### src/rtl/quiz_pkg.sv
// Shared types, limits and mm:ss helpers for the quiz countdown timer.
package quiz_pkg;

    typedef enum logic [1:0] {
        IDLE,
        RUN,
        PAUSED,
        EXPIRED
    } timer_state_t;

    typedef struct packed {
        logic [5:0] mins;
        logic [5:0] secs;
    } mmss_t;

    localparam logic [5:0]  MAX_MINS  = 6'd59;
    localparam logic [5:0]  MAX_SECS  = 6'd59;
    localparam logic [11:0] MAX_TOTAL = 12'd3599;

    // Constant-divisor split of a 0..3599 total into minutes and seconds.
    function automatic mmss_t split_total(input logic [11:0] total);
        mmss_t r;
        r.mins = 6'(total / 12'd60);
        r.secs = 6'(total % 12'd60);
        return r;
    endfunction

    function automatic logic [11:0] join_total(input logic [5:0] mins, input logic [5:0] secs);
        return ({6'd0, mins} * 12'd60) + {6'd0, secs};
    endfunction

    function automatic logic [5:0] clamp59(input logic [5:0] v);
        return (v > MAX_SECS) ? MAX_SECS : v;
    endfunction

endpackage

### src/rtl/sec_prescaler.sv
// Divides CLK down to a one-cycle wrap pulse every CLK_HZ enabled cycles.
module sec_prescaler #(
    parameter int CLK_HZ = 50_000_000
) (
    input  logic CLK,
    input  logic en,
    input  logic clr,
    output logic wrap
);

    localparam int CW = (CLK_HZ > 1) ? $clog2(CLK_HZ) : 1;
    localparam logic [CW-1:0] LAST = CW'(CLK_HZ - 1);

    logic [CW-1:0] cnt;

    assign wrap = en && (cnt == LAST);

    // Holding while en is low is what preserves a paused partial second.
    always_ff @(posedge CLK) begin
        if (clr) begin
            cnt <= '0;
        end else if (en) begin
            cnt <= wrap ? '0 : cnt + 1'b1;
        end
    end

endmodule

### src/rtl/quiz_countdown_timer.sv
// Per-question mm:ss countdown with load, start/pause, bonus/penalty adjust and expiry flags.
module quiz_countdown_timer
    import quiz_pkg::*;
#(
    parameter int CLK_HZ       = 50_000_000,
    parameter int DEFAULT_MINS = 2,
    parameter int DEFAULT_SECS = 0
) (
    input  logic        CLK,
    input  logic        RESET,
    input  logic        LOAD,
    input  logic [5:0]  LOAD_MINS,
    input  logic [5:0]  LOAD_SECS,
    input  logic        START,
    input  logic        PAUSE,
    input  logic        ADJ,
    input  logic        ADJ_SUB,
    input  logic [7:0]  ADJ_SECS,
    output logic [5:0]  mins,
    output logic [5:0]  secs,
    output logic [11:0] rem,
    output logic        running,
    output logic        expired,
    output logic        expire_pulse,
    output logic        tick
);

    localparam logic [5:0]  DEF_MINS = 6'(DEFAULT_MINS);
    localparam logic [5:0]  DEF_SECS = 6'(DEFAULT_SECS);
    localparam logic [11:0] DEF_REM  = ({6'd0, DEF_MINS} * 12'd60) + {6'd0, DEF_SECS};

    timer_state_t      state_r, state_n;
    logic [5:0]        mins_n, secs_n;
    logic [11:0]       rem_n;
    logic              tick_n, xp_n;
    logic              psc_clr, wrap;
    logic signed [13:0] adj_sum;
    logic [11:0]       adj_total;
    mmss_t             adj_mmss;

    function automatic logic [11:0] sat_total(input logic signed [13:0] v);
        if (v < 14'sd0) begin
            return 12'd0;
        end
        if (v > 14'sd3599) begin
            return MAX_TOTAL;
        end
        return v[11:0];
    endfunction

    assign adj_sum   = ADJ_SUB ? ($signed({2'b00, rem}) - $signed({6'd0, ADJ_SECS}))
                               : ($signed({2'b00, rem}) + $signed({6'd0, ADJ_SECS}));
    assign adj_total = sat_total(adj_sum);
    assign adj_mmss  = split_total(adj_total);

    sec_prescaler #(
        .CLK_HZ(CLK_HZ)
    ) u_prescaler (
        .CLK (CLK),
        .en  (state_r == RUN),
        .clr (RESET || psc_clr),
        .wrap(wrap)
    );

    // Priority chain: LOAD > ADJ > second event > PAUSE > START.
    always_comb begin
        state_n = state_r;
        mins_n  = mins;
        secs_n  = secs;
        rem_n   = rem;
        tick_n  = 1'b0;
        xp_n    = 1'b0;
        psc_clr = 1'b0;
        if (LOAD) begin
            state_n = IDLE;
            mins_n  = clamp59(LOAD_MINS);
            secs_n  = clamp59(LOAD_SECS);
            rem_n   = join_total(mins_n, secs_n);
            psc_clr = 1'b1;
        end else if (ADJ && state_r != EXPIRED) begin
            mins_n = adj_mmss.mins;
            secs_n = adj_mmss.secs;
            rem_n  = adj_total;
            if (adj_total == 12'd0 && state_r != IDLE) begin
                state_n = EXPIRED;
                xp_n    = 1'b1;
            end
        end else if (wrap) begin
            if (secs != 6'd0) begin
                secs_n = secs - 6'd1;
            end else begin
                secs_n = MAX_SECS;
                mins_n = mins - 6'd1;
            end
            rem_n = rem - 12'd1;
            if (rem == 12'd1) begin
                state_n = EXPIRED;
                xp_n    = 1'b1;
            end else begin
                tick_n = 1'b1;
            end
        end else if (PAUSE) begin
            if (state_r == RUN) begin
                state_n = PAUSED;
            end
        end else if (START) begin
            case (state_r)
                IDLE: begin
                    psc_clr = 1'b1;
                    if (rem == 12'd0) begin
                        state_n = EXPIRED;
                        xp_n    = 1'b1;
                    end else begin
                        state_n = RUN;
                    end
                end
                PAUSED:  state_n = RUN;
                default: state_n = state_r;
            endcase
        end
    end

    // mins/secs/rem share one edge so the display never sees a torn value.
    always_ff @(posedge CLK) begin
        if (RESET) begin
            state_r      <= IDLE;
            mins         <= DEF_MINS;
            secs         <= DEF_SECS;
            rem          <= DEF_REM;
            running      <= 1'b0;
            expired      <= 1'b0;
            tick         <= 1'b0;
            expire_pulse <= 1'b0;
        end else begin
            state_r      <= state_n;
            mins         <= mins_n;
            secs         <= secs_n;
            rem          <= rem_n;
            running      <= (state_n == RUN);
            expired      <= (state_n == EXPIRED);
            tick         <= tick_n;
            expire_pulse <= xp_n;
        end
    end

endmodule

### config.mk
export PLATFORM = sky130hd
export DESIGN_NAME = quiz_countdown_timer
export DESIGN_NICKNAME = d
export VERILOG_FILES = /design/src/rtl/quiz_pkg.sv /design/src/rtl/sec_prescaler.sv /design/src/rtl/quiz_countdown_timer.sv
export SDC_FILE = /design/constraint.sdc
export NUM_CORES = 1
export LEC_CHECK = 0
export ABC_AREA = 1
export CAP_MARGIN = 20
export CORE_MARGIN = 2
export CORE_UTILIZATION = 54
export DETAILED_ROUTE_END_ITERATION = 8
export PLACE_DENSITY_LB_ADDON = 0.05
export SLEW_MARGIN = 20
export SYNTH_ARGS = -nofsm -noshare
export SYNTH_HDL_FRONTEND = slang
export SYNTH_SLANG_ARGS = --single-unit
### constraint.sdc
create_clock -name CLK -period 9.57 [get_ports CLK]
set_clock_uncertainty 0.1 [all_clocks]
set_input_delay 2.3925 -clock CLK [delete_from_list [all_inputs] [get_ports CLK]]
set_output_delay 2.3925 -clock CLK [all_outputs]
set_load 0.1 [all_outputs]
### Word level (Yosys, flattened, before mapping)

Index checks and enable logic that the tools add are counted.

| storage, ports and cells | value |
|---|---|
| register bits | 56 |
| output and inout port bits | 28 |
| word-level logic and storage cells | 92 |

| cells by class | value |
|---|---|
| multipliers | 1 |
| div/mod/pow operators | 2 |
| bitwise logic cells | 1 |
| magnitude comparators | 4 |
| reduce and logical (&&, ||, !) cells | 13 |
| add/subtract/negate cells | 7 |
| multiplexer cells | 47 |
| equality and inequality tests | 8 |

Operators with widths:

| cell | number |
|---|---|
| 12-bit 2-to-1 mux | 7 |
| 6-bit 2-to-1 mux | 10 |
| 26-bit by 1-bit adder with 26-bit output, second input constant | 1 |
| 26-bit == test, second input constant | 1 |
| 26-bit 2-to-1 mux | 1 |
| 12-bit logical NOT | 2 |
| 1-bit 2-to-1 mux | 18 |
| 2-bit 2-to-1 mux | 9 |
| 14-bit by 13-bit greater-than comparator with 1-bit output, second input constant | 1 |
| 14-bit by 1-bit < comparator with 1-bit output, second input constant | 1 |
| 14-bit 2-to-1 mux | 1 |
| 12-bit by 8-bit adder with 13-bit output | 1 |
| 12-bit by 8-bit subtractor with 13-bit output | 1 |
| 12-bit by 6-bit adder with 12-bit output | 1 |
| 12-bit by 6-bit divider with 12-bit output, second input constant | 1 |
| 12-bit by 1-bit == test with 1-bit output, second input constant | 1 |
| 6-bit greater-than comparator, second input constant | 2 |
| 12-bit by 6-bit modulo with 12-bit output, second input constant | 1 |
| 12-bit by 1-bit subtractor with 12-bit output, second input constant | 1 |
| 6-bit by 1-bit subtractor with 6-bit output, second input constant | 2 |
| 6-bit by 4-bit multiplier with 10-bit output, second input constant | 1 |
| 6-bit nonzero test | 1 |
| 2-bit by 1-bit == test with 1-bit output, second input constant | 2 |
| 2-bit == test, second input constant | 2 |
| 12 further kinds | 14 |

### Logic depth before layout (Yosys ltp)

Gate-level depths: netlist (run 1).

| logic depth | value |
|---|---|
| word-level depth | 13 |
| depth in mapped cells | 46 |
| gate-level depth less buffers | 45 |

### Cells and area by module

Synthesis (run 1) repeated with hierarchy kept, for this count alone.

| unflattened totals | value |
|---|---|
| cells, all modules | 1036 |
| area, all modules | 6387.4 um2 |

Modules (own cells, without submodules):

| module | area each (um2) | instances | cells each |
|---|---|---|---|
| quiz_countdown_timer | 4778.3 | 1 | 790 |
| sec_prescaler | 1609.0 | 1 | 246 |

### Worst setup path before layout (run 1)

OpenSTA, ideal clock, no wires.

| timing | value |
|---|---|
| kind | input to register |
| start | input port ADJ_SECS[0] |
| end | register secs[2] |
| arrival | 6.092 ns |
| cell stages on the path | 36 |
| path buffers | 0 |
| setup slack | 3.254 ns |
| library setup time | 0.124 ns |
| cells stage by stage | ha_1 > inv_1 > fa_1 > inv_1 > nand2_1 > nand2_1 > nand2_1 > nand2_2 > nand2_1 > nand3_1 > nand2_1 > nor2_2 > nand2_1 > nand2_2 > nand3b_2 > nand2_4 > inv_2 > o21ai_4 > nand2_1 > o21bai_1 > nand2_1 > o21bai_2 > nand2_2 > nand3_4 > o21ai_2 > nand2_1 > nand2_1 > o21bai_4 > nand2_4 > nand4_1 > o21ai_2 > nand2_1 > nand3_1 > nand2_1 > nand2_1 > a21oi_2 |

| between the ends | value |
|---|---|
| cells in the longest elaborated chain, start to end | 10 |

Ends and longest elaborated chain:

| what | RTL line | source |
|---|---|---|
| from (decl) | quiz_countdown_timer.sv:18 | `input logic [7:0] ADJ_SECS,` |
| 12-bit by 8-bit adder with 13-bit output or 12-bit by 8-bit subtractor with 13-bit output (tied branches) | quiz_countdown_timer.sv:52, quiz_countdown_timer.sv:51 |  |
| 14-bit 2-to-1 mux (*) | quiz_countdown_timer.sv:51 | `assign adj_sum = ADJ_SUB ? ($signed({2'b00, rem}) - $signed({6'd0, ADJ_SECS}))` |
| 14-bit by 13-bit greater-than comparator with 1-bit output | quiz_countdown_timer.sv:45 | `if (v > 14'sd3599) begin` |
| 1-bit 2-to-1 mux (2 in a row) | quiz_countdown_timer.sv:45 |  |
| 12-bit 2-to-1 mux | quiz_countdown_timer.sv:48 | `return v[11:0];` |
| 12-bit 2-to-1 mux (*) | quiz_countdown_timer.sv:45 |  |
| 12-bit by 6-bit modulo with 12-bit output (*) | quiz_pkg.sv:24 | `r.secs = 6'(total % 12'd60);` |
| 6-bit 2-to-1 mux (*) | quiz_countdown_timer.sv:80 | `end else if (ADJ && state_r != EXPIRED) begin` |
| 6-bit 2-to-1 mux (*) | quiz_countdown_timer.sv:74 | `if (LOAD) begin` |
| to (signal assigned) | quiz_countdown_timer.sv:137 | `secs <= secs_n;` |
| to (decl) | quiz_countdown_timer.sv:20 | `output logic [5:0] secs,` |

Mark *: on every way between the ends. The rest lies on a longest branch, timed or not. The select of a mux whose other input is x is not followed.
A chain may end at the register's enable or synchronous reset.

### Worst setup path in the final report (run 1)

| timing | value |
|---|---|
| start | input port ADJ_SECS[2] |
| end | register secs[2] |

The elaborated chain is that of the path after synthesis.

==> flow_metrics.env, run 1 <==
export IMPL_max_vdd_ir_drop_v=0.0003577
export IMPL_fmax_mhz=138.1
export IMPL_synthTopCellsByCount="nand2_1, inv_1, nor2_1, nand3_1, dfxtp_1"
export IMPL_ys_types=63
export IMPL_cts_buffer_depth=2
export IMPL_fin_crit_ns=7.239
export IMPL_die_area_mm2=0.01285
export IMPL_grt_pass1_vias=6314
export IMPL_antenna_found_initial=0
export IMPL_worst_pin_slew_ns=1.043
export IMPL_synth_edf_count=0
export IMPL_initial_core_util=0.5585
export IMPL_synth_cells=1020
export IMPL_num_vias=6615
export IMPL_cts_root_buffer="clkbuf_16"
export IMPL_port_buffers=54
export IMPL_synth_top_area_share=0.1736
export IMPL_status="completed"
export IMPL_endpoint_kind="register"
export IMPL_maxSlewHeadroom=0.3019
export IMPL_synthFlopType="dfxtp_1"
export IMPL_reg2reg_depth=37
export IMPL_die_h_um=113.4
export IMPL_r2r_end="secs[2]"
export IMPL_coreArea_mm2=0.01156
export IMPL_slowest_delay_ns=0.54
export IMPL_cts_tree="done"
export IMPL_final_nets=1137
export IMPL_ant_nets=0
export IMPL_hp_class="reg2reg"
export IMPL_gp_congestion=0.9103
export IMPL_crit_path_start_kind="input port"
export IMPL_hp_start="u_prescaler.cnt[25]"
export IMPL_cts_setup_buffers=0
export IMPL_cpMostUsedCell="nand2_1"
export IMPL_first_iter_violations=455
export IMPL_drt_wl_total_mm=17.57
export IMPL_yosys_top_cells_area="dfxtp_1, nand2_1, inv_1, ha_1, nor2_1"
export IMPL_area_growth_pct=11.41
export IMPL_rsz0062_at_grt="no"
export IMPL_diodes=0
export IMPL_dp_hpwl_mm=14.09
export IMPL_ff2ff_setup_slack_ns=4.51
export IMPL_cts_resized=0
export IMPL_grt_start_max_net_pins=22
export IMPL_clkSinkCount=56
export IMPL_grt_first_pass_wirelength_mm=29.64
export IMPL_maxCapViolCount=0
export IMPL_setup_viol=0
export IMPL_fin_worst_hold_slack_ns=0.3774
export IMPL_yosysSeqAreaShare=0.1736
export IMPL_die_w_um=113.4
export IMPL_crit_start="ADJ_SECS[2]"
export IMPL_cts_buffers=5
export IMPL_final_hold_viol_count=0
export IMPL_clk_pin_slew_worst_paths_ns=0.08
export IMPL_synth_seq_cells=56
export IMPL_arrival_ns=7.33
export IMPL_ioPinCount=55
export IMPL_htreeDepth=2
export IMPL_drt_first_pass_iters=5
export IMPL_async_reset_ff_frac=0
export IMPL_clk_latency_ns=0.30
export IMPL_core_rowCount=39
export IMPL_syn_nets=1097
export IMPL_endpoint="secs[2]"
export IMPL_power_leakage_nw=3.329
export IMPL_crit_type="in2reg"
export IMPL_drive_gt1_frac=0.1122
export IMPL_postCtsHoldBufs=0
export IMPL_grt_total_usage=0.2805
export IMPL_avgSynthCellArea_um2=6.332
export IMPL_finalMaxSlewViolations=0
export IMPL_final_util=0.6222
export IMPL_slowest_stage="ha_1"
export IMPL_synth_area_leader_cell="dfxtp_1"
export IMPL_crit_fanout=9
export IMPL_power_density_mw_per_mm2=258.8
export IMPL_via_per_inst=5.494
export IMPL_synth_area_mm2=0.006459
export IMPL_required_ns=9.66
export IMPL_tns_ns=0
export IMPL_drc=0
export IMPL_grt_overflow=0
export IMPL_synth_warning_count=0
export IMPL_wl_per_cell_um=14.60
export IMPL_min_period_over_period=0.7565
export IMPL_r2r_start="rem[2]"
export IMPL_synth_most_common_cell="nand2_1"
[worst min path at each step]
stage                           to  slack, ns  depth (start not counted)
2_1_floorplan  u_prescaler.cnt[25]       0.34                          1
3_3_place_gp   u_prescaler.cnt[25]       0.37                          1
3_5_place_dp   u_prescaler.cnt[25]       0.37                          1
4_1_cts        u_prescaler.cnt[25]       0.38                          1
5_1_grt        u_prescaler.cnt[25]       0.41                          1
6_report       u_prescaler.cnt[25]       0.38                          1
[flip-flops by register name, summed over array words and instances (netlist names)]
name / count
expire_pulse: 1
expired: 1
mins: 6
rem: 12
running: 1
secs: 6
state_r: 2
tick: 1
u_prescaler.cnt: 26
[worst max-delay path: cells and delay by family]
kind                       cells  cell delay (ns)
and+or+nand+nor               29             2.96
buffers and inverters          5             0.83
AOI/OAI and AO/OA              4             0.57
adders and majority gates      1             0.54
[stage by stage]
| stage | total power [mW] | worst slack, ns | cells | area [µm²] |
|---|---|---|---|---|
| global route | 2.039 | 1.750 | 1204 | 7196 |
| finish | 1.862 | 2.331 | 1204 | 7196 |
| global placement | 1.657 | 2.093 | 1196 | 7042 |
| CTS | 1.858 | 2.390 | 1204 | 7196 |
| detailed placement | 1.662 | 2.087 | 1196 | 7047 |
| floorplan | 1.411 | 3.254 | 1020 | 6459 |
[cells by family (layout without fill, tap and decap cells)]
group | after synthesis | after routing | synth area share
AO/OA/AOI/OAI | 147 | 147 | 0.1530
AND/OR/NAND/NOR | 530 | 530 | 0.3871
adder cells (fa/ha/maj) | 50 | 50 | 0.1096
multiplexers | 1 | 1 | 0.001550
XOR/XNOR | 34 | 34 | 0.04727
buffers and inverters | 202 | 243 | 0.1279
flip-flops | 56 | 56 | 0.1736
[cells in the final DEF (no fill, tap or decap), drive strengths merged, types with 5 or more instances in the layout]
| cell | netlist | final |
|---|---|---|
| nand4 | 26 | 26 |
| nor4 | 5 | 5 |
| xor2 | 25 | 25 |
| a21oi | 42 | 42 |
| nand3 | 80 | 80 |
| o211ai | 5 | 5 |
| nor2 | 135 | 135 |
| nor3 | 26 | 26 |
| a211oi | 5 | 5 |
| a221oi | 9 | 9 |
| clkinv | 4 | 5 |
| clkdlybuf4s50 | 0 | 54 |
| inv | 175 | 175 |
| o21ai | 54 | 54 |
| ha | 39 | 39 |
| clkbuf | 9 | 5 |
| nand2 | 248 | 248 |
| a31oi | 7 | 7 |
| dfxtp | 56 | 56 |
| o21bai | 8 | 8 |
| xnor2 | 9 | 9 |
| fa | 11 | 11 |
[power by group]
| group | internal [mW] | switching [mW] | leakage, nW | total, mW |
|---|---|---|---|---|
| Clock | 0.0978 | 0.0917 | 0.0660 | 0.190 |
| Combinational | 0.442 | 0.936 | 2.80 | 1.38 |
| Sequential | 0.254 | 0.0411 | 0.458 | 0.295 |
[layer usage]
layer  vias to the layer above  track usage  wire length, µm
li1                       3382            -                -
met4                         0      0.08862              491
met5                         -      0.01176                0
met1                      2995       0.3615             7776
met3                        39      0.03749              996
met2                       199       0.4854             8309
[area by class of cell]
type | count | area [µm²]
Tap cell | 143 | 178.9
Fill cell | 1161 | 4369
Inverter | 179 | 674.4
Timing Repair Buffer | 56 | 555.5
Clock buffer | 5 | 125.1
Clock inverter | 3 | 23.77
Multi-Input combinational cell | 762 | 4517
Sequential cell | 56 | 1121
Power figures use the tool's default switching activity.
==> inputs of run 2 (changes only) <==
==> constraint.sdc (replaced) <==
create_clock -name CLK -period 7.19 [get_ports CLK]
set_clock_uncertainty 0.1 [all_clocks]
set_input_delay 1.7975 -clock CLK [delete_from_list [all_inputs] [get_ports CLK]]
set_output_delay 1.7975 -clock CLK [all_outputs]
set_load 0.1 [all_outputs]
==> run 2 against run 1 <==
Flip-flop and latch count unchanged. Clock-buffer cell count unchanged. Worst hold slack improved by 0.0064 ns. Non-clock buffer count increased by 3. Critical endpoint unchanged. Die area unchanged. Setup slack got worse by 1.8 ns. Largest power group unchanged. Clock power increased by 37%. Total power increased by 35%. Combinational power increased by 35%. Global-route usage decreased by 0.064 points. Sequential share of layout area decreased by 0.078 points.
==> flow_metrics.env, run 2 (synthesis gave the netlist of run 1 again) <==
export IMPL_status="completed"
export IMPL_hold_path_end="u_prescaler.cnt[25]"
export IMPL_max_vdd_ir_drop_v=0.0006204
export IMPL_die_w_um=113.4
export IMPL_fmax_mhz=149.7
export IMPL_power_leakage_nw=3.347
export IMPL_hp_start="u_prescaler.cnt[25]"
export IMPL_final_cell_mix="nand2_1, inv_1, nor2_1, nand3_1, dfxtp_1"
export IMPL_worst_pin_slew_ns=0.9858
export IMPL_final_hold_viol_count=0
export IMPL_largestRegisters="u_prescaler.cnt (26), rem (12)"
export IMPL_gp_congestion=0.9181
export IMPL_cts_root_buffer="clkbuf_16"
export IMPL_finalInstanceArea_mm2=0.007232
export IMPL_maxCapViolCount=0
export IMPL_ioPinCount=55
export IMPL_final_util=0.6253
export IMPL_crit_fanout=7
export IMPL_cts_buffers=5
export IMPL_grt_overflow=0
export IMPL_cts_buffer_depth=2
export IMPL_drt_wl_total_mm=17.67
export IMPL_fin_crit_ns=6.682
export IMPL_drt_first_pass_iters=5
export IMPL_r2r_start="rem[0]"
export IMPL_whs_path_depth=1
export IMPL_ant_nets=0
export IMPL_fill_cells=1137
export IMPL_clk_latency_ns=0.30
export IMPL_area_growth_pct=11.97
export IMPL_die_h_um=113.4
export IMPL_tns_ns=0
export IMPL_pre_cts_slack_ns=0.2792
export IMPL_initial_core_util=0.5585
export IMPL_cts_tree="done"
export IMPL_clk_pin_slew_worst_paths_ns=0.08
export IMPL_rsz0062_at_grt="no"
export IMPL_total_power_mw=2.516
export IMPL_diodes=0
export IMPL_reg2reg_depth=41
export IMPL_required_ns=7.28
export IMPL_endpoint_kind="register"
export IMPL_r2r_end="secs[2]"
export IMPL_port_buffers=54
export IMPL_crit_start="ADJ_SECS[0]"
export IMPL_num_vias=6645
export IMPL_final_common_cell="nand2_1"
export IMPL_via_per_inst=5.505
export IMPL_crit_type="in2reg"
export IMPL_hp_class="reg2reg"
export IMPL_grt_total_usage=0.2799
export IMPL_power_density_mw_per_mm2=348.0
export IMPL_drive_gt1_frac=0.1147
export IMPL_first_iter_violations=525
export IMPL_maxSlewHeadroom=0.3407
export IMPL_min_period_over_period=0.9293
export IMPL_dp_hpwl_mm=14.28
export IMPL_grt_pass1_vias=6260
export IMPL_dpl_cell_area_mm2=0.007064
export IMPL_die_area_mm2=0.01285
export IMPL_grt_start_max_net_pins=22
export IMPL_final_cells=1207
export IMPL_cts_setup_buffers=0
export IMPL_core_rowCount=39
export IMPL_setup_viol=0
export IMPL_fin_worst_hold_slack_ns=0.3838
export IMPL_coreArea_mm2=0.01156
export IMPL_slowest_stage="clkdlybuf4s50_1"
export IMPL_regMostFlops="u_prescaler.cnt"
export IMPL_antenna_found_initial=0
export IMPL_drc=0
export IMPL_cpMostUsedCell="nand2_1"
export IMPL_clkSinkCount=56
export IMPL_final_nets=1140
export IMPL_crit_path_start_kind="input port"
export IMPL_postCtsHoldBufs=0
export IMPL_largest_reg_flops=26
export IMPL_worst_slack_ns=0.5082
export IMPL_arrival_ns=6.77
export IMPL_ff2ff_setup_slack_ns=2.07
export IMPL_finalMaxSlewViolations=0
export IMPL_grt_first_pass_wirelength_mm=29.53
export IMPL_slowest_delay_ns=0.49
export IMPL_htreeDepth=2
export IMPL_dp_cells=1199
export IMPL_wl_per_cell_um=14.64
==> run 2: area by class of cell <==
type | instances | area [µm²] | area share
multi-input cells | 762 | 4529 | 0.6263
clock buffers | 5 | 125.1 | 0.01730
well taps | 143 | 178.9 | 0.02474
inverters | 179 | 674.4 | 0.09325
repair buffers | 59 | 578.1 | 0.07993
clock inverters | 3 | 25.02 | 0.003460
flip-flops and latches | 56 | 1121 | 0.1550
==> run 2: worst max-delay path: cells and delay by family <==
| family | cells | cell delay [ns] |
|---|---|---|
| AOI/OAI and AO/OA | 6 | 0.76 |
| and+or+nand+nor | 27 | 2.52 |
| adders and majority gates | 2 | 0.67 |
| buffers and inverters | 7 | 1.02 |
==> run 2: layer usage <==
layer,share of wire,vias up,GRT usage
met5,0,-,0
met4,0.027,0,0.07805
met3,0.045,41,0.02999
met2,0.48,189,0.4914
met1,0.45,3031,0.3646
li1,-,3384,-
==> run 2: power breakdown <==
group	internal (mW)	switching (mW)	leakage [nW]
clock	0.132	0.127	0.0708
sequential	0.338	0.0557	0.458
combinational	0.598	1.27	2.82
total	1.07	1.45	3.35
==> run 2: how the worst max path moves through the flow <==
stage | end | slack [ns]
6_report | secs[2] | 0.51
5_1_grt | secs[3] | 0.008
4_1_cts | secs[2] | 0.55
3_5_place_dp | secs[2] | 0.28
3_3_place_gp | secs[2] | 0.27
2_1_floorplan | secs[2] | 1.47
==> run 2: repair_timing <==
item / 4_1_cts / 5_1_grt
gates resized for setup: 0 / 3
setup endpoints to repair: 0 / 3
endpoints found under the hold margin: 0 / 0
